--- src/rtl/spi_frame_ctrl.sv ---
// Frame controller for the SPI slave byte receiver: synchronises chip select,
// parses header + data bytes per frame and drives a one-entry register write port.
module spi_frame_ctrl #(
  parameter int ADDR_W    = 7,
  parameter int MAX_BURST = 16
) (
  input  logic              iclk,
  input  logic              rstn,
  input  logic              cs_n,
  input  logic              rx_valid,
  input  logic [7:0]        rx_data,
  output logic              rx_rstn,
  output logic              wr_valid,
  input  logic              wr_ready,
  output logic [ADDR_W-1:0] wr_addr,
  output logic [7:0]        wr_data,
  output logic              frame_done,
  output logic [7:0]        last_len,
  output logic              err_cmd,
  output logic              err_burst,
  output logic              err_ovf
);

  typedef enum logic [1:0] {IDLE, HDR, DATA, DISCARD} state_t;

  localparam logic [7:0] BURST_LIM = 8'(MAX_BURST);

  state_t            state, state_nx;
  logic              cs_m, cs_s, cs_d;
  logic              frame_start, frame_end;
  logic [ADDR_W-1:0] addr_cnt;
  logic [7:0]        len_cnt, len_nx;
  logic              hdr_load, len_clr, wr_load;
  logic              cmd_bad, burst_bad, ovf, done;

  // chip select synchroniser; cs_d is the previous synchronised level for edge detect
  always_ff @(posedge iclk or negedge rstn) begin
    if (!rstn) begin
      cs_m    <= 1'b1;
      cs_s    <= 1'b1;
      cs_d    <= 1'b1;
      rx_rstn <= 1'b0;
    end else begin
      cs_m    <= cs_n;
      cs_s    <= cs_m;
      cs_d    <= cs_s;
      rx_rstn <= ~cs_s;
    end
  end

  assign frame_start = cs_d & ~cs_s;
  assign frame_end   = ~cs_d & cs_s;

  always_ff @(posedge iclk or negedge rstn) begin
    if (!rstn) state <= IDLE;
    else       state <= state_nx;
  end

  always_comb begin
    state_nx  = state;
    hdr_load  = 1'b0;
    len_clr   = 1'b0;
    wr_load   = 1'b0;
    cmd_bad   = 1'b0;
    burst_bad = 1'b0;
    ovf       = 1'b0;
    done      = 1'b0;
    case (state)
      IDLE: begin
        if (frame_start) begin
          state_nx = HDR;
          len_clr  = 1'b1;
        end
      end
      HDR: begin
        if (rx_valid) begin
          if (rx_data[7]) begin
            hdr_load = 1'b1;
            state_nx = DATA;
          end else begin
            cmd_bad  = 1'b1;
            state_nx = DISCARD;
          end
        end
      end
      DATA: begin
        if (rx_valid) begin
          if (len_cnt >= BURST_LIM) begin
            burst_bad = 1'b1;
            state_nx  = DISCARD;
          end else if (wr_valid && !wr_ready) begin
            ovf = 1'b1;
          end else begin
            wr_load = 1'b1;
          end
        end
      end
      default: ;
    endcase
    // a byte coinciding with frame end is handled above first; a header byte
    // arriving in that same cycle still counts as a header for frame_done
    if (frame_end && (state != IDLE)) begin
      state_nx = IDLE;
      done     = (state != HDR) || rx_valid;
    end
    len_nx = len_cnt;
    if (len_clr || hdr_load) len_nx = '0;
    else if (wr_load)        len_nx = len_cnt + 8'd1;
  end

  always_ff @(posedge iclk or negedge rstn) begin
    if (!rstn) begin
      addr_cnt <= '0;
      len_cnt  <= '0;
    end else begin
      len_cnt <= len_nx;
      if (hdr_load)     addr_cnt <= rx_data[ADDR_W-1:0];
      else if (wr_load) addr_cnt <= addr_cnt + ADDR_W'(1);
    end
  end

  // one-entry write buffer; it outlives the frame so a stalled write still completes
  always_ff @(posedge iclk or negedge rstn) begin
    if (!rstn) begin
      wr_valid <= 1'b0;
      wr_addr  <= '0;
      wr_data  <= '0;
    end else if (wr_load) begin
      wr_valid <= 1'b1;
      wr_addr  <= addr_cnt;
      wr_data  <= rx_data;
    end else if (wr_ready) begin
      wr_valid <= 1'b0;
    end
  end

  always_ff @(posedge iclk or negedge rstn) begin
    if (!rstn) begin
      frame_done <= 1'b0;
      last_len   <= '0;
      err_cmd    <= 1'b0;
      err_burst  <= 1'b0;
      err_ovf    <= 1'b0;
    end else begin
      frame_done <= done;
      err_cmd    <= cmd_bad;
      err_burst  <= burst_bad;
      err_ovf    <= ovf;
      if (done) last_len <= len_nx;
    end
  end

endmodule

--- config.mk ---
export PLATFORM = sky130hd
export DESIGN_NAME = spi_frame_ctrl
export DESIGN_NICKNAME = d
export VERILOG_FILES = /design/src/rtl/spi_frame_ctrl.sv
export SDC_FILE = /design/constraint.sdc
export NUM_CORES = 1
export LEC_CHECK = 0
export ABC_CLOCK_PERIOD_IN_PS = 2800
export CAP_MARGIN = 10
export CORE_MARGIN = 8
export CORE_UTILIZATION = 55
export CTS_CLUSTER_DIAMETER = 150
export DETAILED_ROUTE_END_ITERATION = 12
export PLACE_DENSITY_LB_ADDON = 0.08
export SLEW_MARGIN = 20
export SYNTH_ARGS = -nofsm -noshare
export SYNTH_HDL_FRONTEND = slang
export SYNTH_SLANG_ARGS = --single-unit
--- constraint.sdc ---
create_clock -name iclk -period 2.8 [get_ports iclk]
set_input_delay 0.56 -clock iclk [delete_from_list [all_inputs] [get_ports iclk]]
set_output_delay 0.56 -clock iclk [all_outputs]
set_load 0.02 [all_outputs]
==> metrics.yaml <==
dp_hpwl_um: 3350
clk-insertion-delay-late_ns: 0.30
finalCriticalPeriod_ns: 2.04
postRouteAntennaNets: 0
rsz0062_at_grt: "no"
worstPathCellList: "or4_1 > nor3_4 > mux2i_1 > o21ai_1"
place_area_um2: 2610
critPathTopFamily: "simple AND/OR/NAND/NOR gates"
num_io_pins: 42
timing.fmax_mhz: 489
finalMaxSlewViolations: 0
antenna_found_initial: 0
grt_max_degree: 50
post-route-drc-count: 0
fin_worst_skew_ns: 0.00722
first_global_vias: 1614
reg2reg_depth: 4
synth_cell_type_count: 39
vdd_drop_max_uv: 553
tritoncts: "done"
ys_ff_latch: 49
maxCapViolCount: 0
cp_slowest_cell: "or4_1"
die_x_um: 78.5
numCtsBuffers: 5
timing_hold_violations_final: 0
start_kind: "flop"
drive_gt1_share_pct: 14.7
ff_latch_area_um2: 1230
tightest_slew_ns: 0.590
crit_required_ns: 2.98
reg2reg_to: "last_len[1]"
synth.avg_cell_area_um2: 12.1
synth_nets: 197
layout.cells.non_filler: 273
powerDensity_nw_per_um2: 988
cts_setup_buffers: 0
min_path_type: "primary input to asynchronous set/reset pin"
routed_wl_um: 4400
yosysWarnings: 0
nFillCells: 271
core_um2: 3720
clk_pin_slew_worst_paths_ns: 0.09
fin_area_um2: 2730
clockRootBuffer: "clkbuf_8"
numPortBuffers: 41
vias: 1495
critical_path_class: "flop to flop"
grt_first_pass_wirelength_um: 7420
wire_per_inst_um: 16.1
syn-instance-count: 178
post_cts_hold_buffer_count: 0
grt_overflow: 0
synth_area_um2: 2150
nNetsFinal: 243
setup_tns_ns: 0
cp_num_buf_inv: 0
avgViaCountPerCell: 5.48
start_util_pct: 57.9
finalSetupViolCount: 0
ctsResizeCount: 0
power_leakage_nw: 1.18
place_inst: 265
drt_iter0_markers: 93
synth_async_sr_flop_share_pct: 100
crit_arrival_ns: 2.22
htree_levels: 2
critPathMaxStageDelay_ns: 0.72
fin_crit_sh_pct: 73.0
clock_sinks: 49
ys.flop_type: "dfrtp_1"
worstReg2RegStart: "len_cnt[7]"
core.rowCount: 22
cts.path.max_buffers: 2
dieArea_um2: 6170
grt_usage_pct: 14.9
cp_max_fo: 6
gp_congestion: 0.803
power_mw: 2.69
syn_to_final_growth_pct: 26.8
rrSetupSlack_ns: 0.76
die_h_um: 78.5
status: "finished clean"
end_kind: "flop"
ys_seq_area_share_pct: 57.2
n_antenna_cell: 0
maxSlewHeadroom_pct: 60.7
multi_input_area_um2: 868
dr.pass1.iters: 4
synth-edff-count: 0
-- logic make-up (layout without fill, tap and decap cells) --
logic type      Yosys count  count (layout)  share of synthesized area (%)
xor+xnor                  7               7                           2.85
simple gates             65              65                           18.2
flops                    49              49                           57.2
compound gates           20              20                           5.99
fa+ha+maj                 6               6                           3.49
buf+inv                  12              59                           2.44
mux                      19              19                           9.89
-- layout make-up --
cell class | instances | area share, %
Tap cell | 48 | 2.20
Sequential cell | 49 | 45.1
Clock inverter | 1 | 1.10
Clock buffer | 7 | 3.17
Inverter | 8 | 1.10
Timing Repair Buffer | 43 | 15.5
Multi-Input combinational cell | 117 | 31.8
-- cell usage in the layout, fill, tap and decap left out, types with 4 or more instances in the layout --
cell             synthesis  routed
nand3_1                  7       7
mux2_1                   8       8
clkdlybuf4s50_1          0      40
clkbuf_8                 0       6
dfrtp_1                 46      46
xnor2_1                  5       5
o21ai_1                  5       5
nand2b_1                 4       4
nor2_1                  16      16
nand2_1                 13      13
inv_1                    7       7
nand4_1                  4       4
a21oi_1                  4       4
mux2_2                  10      10
nor4_2                   4       4
ha_1                     6       6
-- per-stage QoR --
stage / setup WS, ns / hold WS, ns / utilization [%]
floorplan: 1.01 / 0.264 / -
global placement: 0.523 / 0.348 / 70.2
detailed placement: 0.460 / 0.349 / 70.2
CTS: 0.745 / 0.361 / 73.3
global route: 0.666 / 0.310 / 73.4
finish: 0.756 / 0.255 / 73.4
-- sequential cells by signal (all words and copies together), names as in the netlist, 2 cells and up --
| name | count |
|---|---|
| len_cnt | 8 |
| wr_addr | 7 |
| addr_cnt | 7 |
| state | 2 |
| wr_data | 8 |
| last_len | 8 |
-- worst register-to-register path, cell delays in order, from the launching register on --
cell	delay, ns
dfrtp_1	0.42
or4_1	0.72
nor3_4	0.39
mux2i_1	0.30
o21ai_1	0.10
-- how the worst max path moves through the flow --
stage                from     endpoint  slack (ns)  cells after the start
4_1_cts        len_cnt[7]  last_len[1]        0.74                      4
5_1_grt          rx_valid  addr_cnt[5]        0.67                      5
2_1_floorplan  len_cnt[7]  last_len[1]        1.01                      5
6_report       len_cnt[7]  last_len[1]        0.76                      4
3_3_place_gp     rx_valid   wr_addr[2]        0.52                      4
3_5_place_dp     rx_valid   wr_data[4]        0.46                      4
-- per-layer routing --
layer	part of all wire, %	wire [µm]	vias to the layer above	track usage (%)
li1	-	-	715	-
met1	39	1700	736	15.0
met2	53	2350	36	27.6
met3	6.3	278	8	5.35
met4	1.7	74	0	5.37
met5	0	0	-	0
-- synthesized netlist by cell type, drive strengths merged, types with 2 or more instances --
cell type / n / area, µm²
a31oi: 3 / 18.8
clkbuf: 2 / 7.51
xor2: 2 / 17.5
a21oi: 4 / 20.0
nor4: 5 / 71.3
and2: 3 / 18.8
nand2b: 4 / 25.0
mux2: 18 / 203
nor2: 16 / 60.1
dfstp: 3 / 78.8
nand4: 4 / 25.0
ha: 6 / 75.1
nand4b: 2 / 17.5
nand2: 13 / 48.8
buf: 2 / 15.0
o21ai: 7 / 35.0
dfrtp: 46 / 1150
nand3: 8 / 45.0
inv: 8 / 30.0
xnor2: 5 / 43.8
a32o: 2 / 20.0
nor2b: 2 / 12.5
and3: 3 / 18.8
-- report_power, final --
group	switching (mW)	leakage, nW	internal [mW]	total (mW)
clock	0.217	0.0585	0.291	0.508
combinational	0.549	0.511	0.530	1.08
sequential	0.181	0.613	0.926	1.11
total	0.947	1.18	1.75	2.69
No activity file was read; power rests on OpenSTA's default activity.
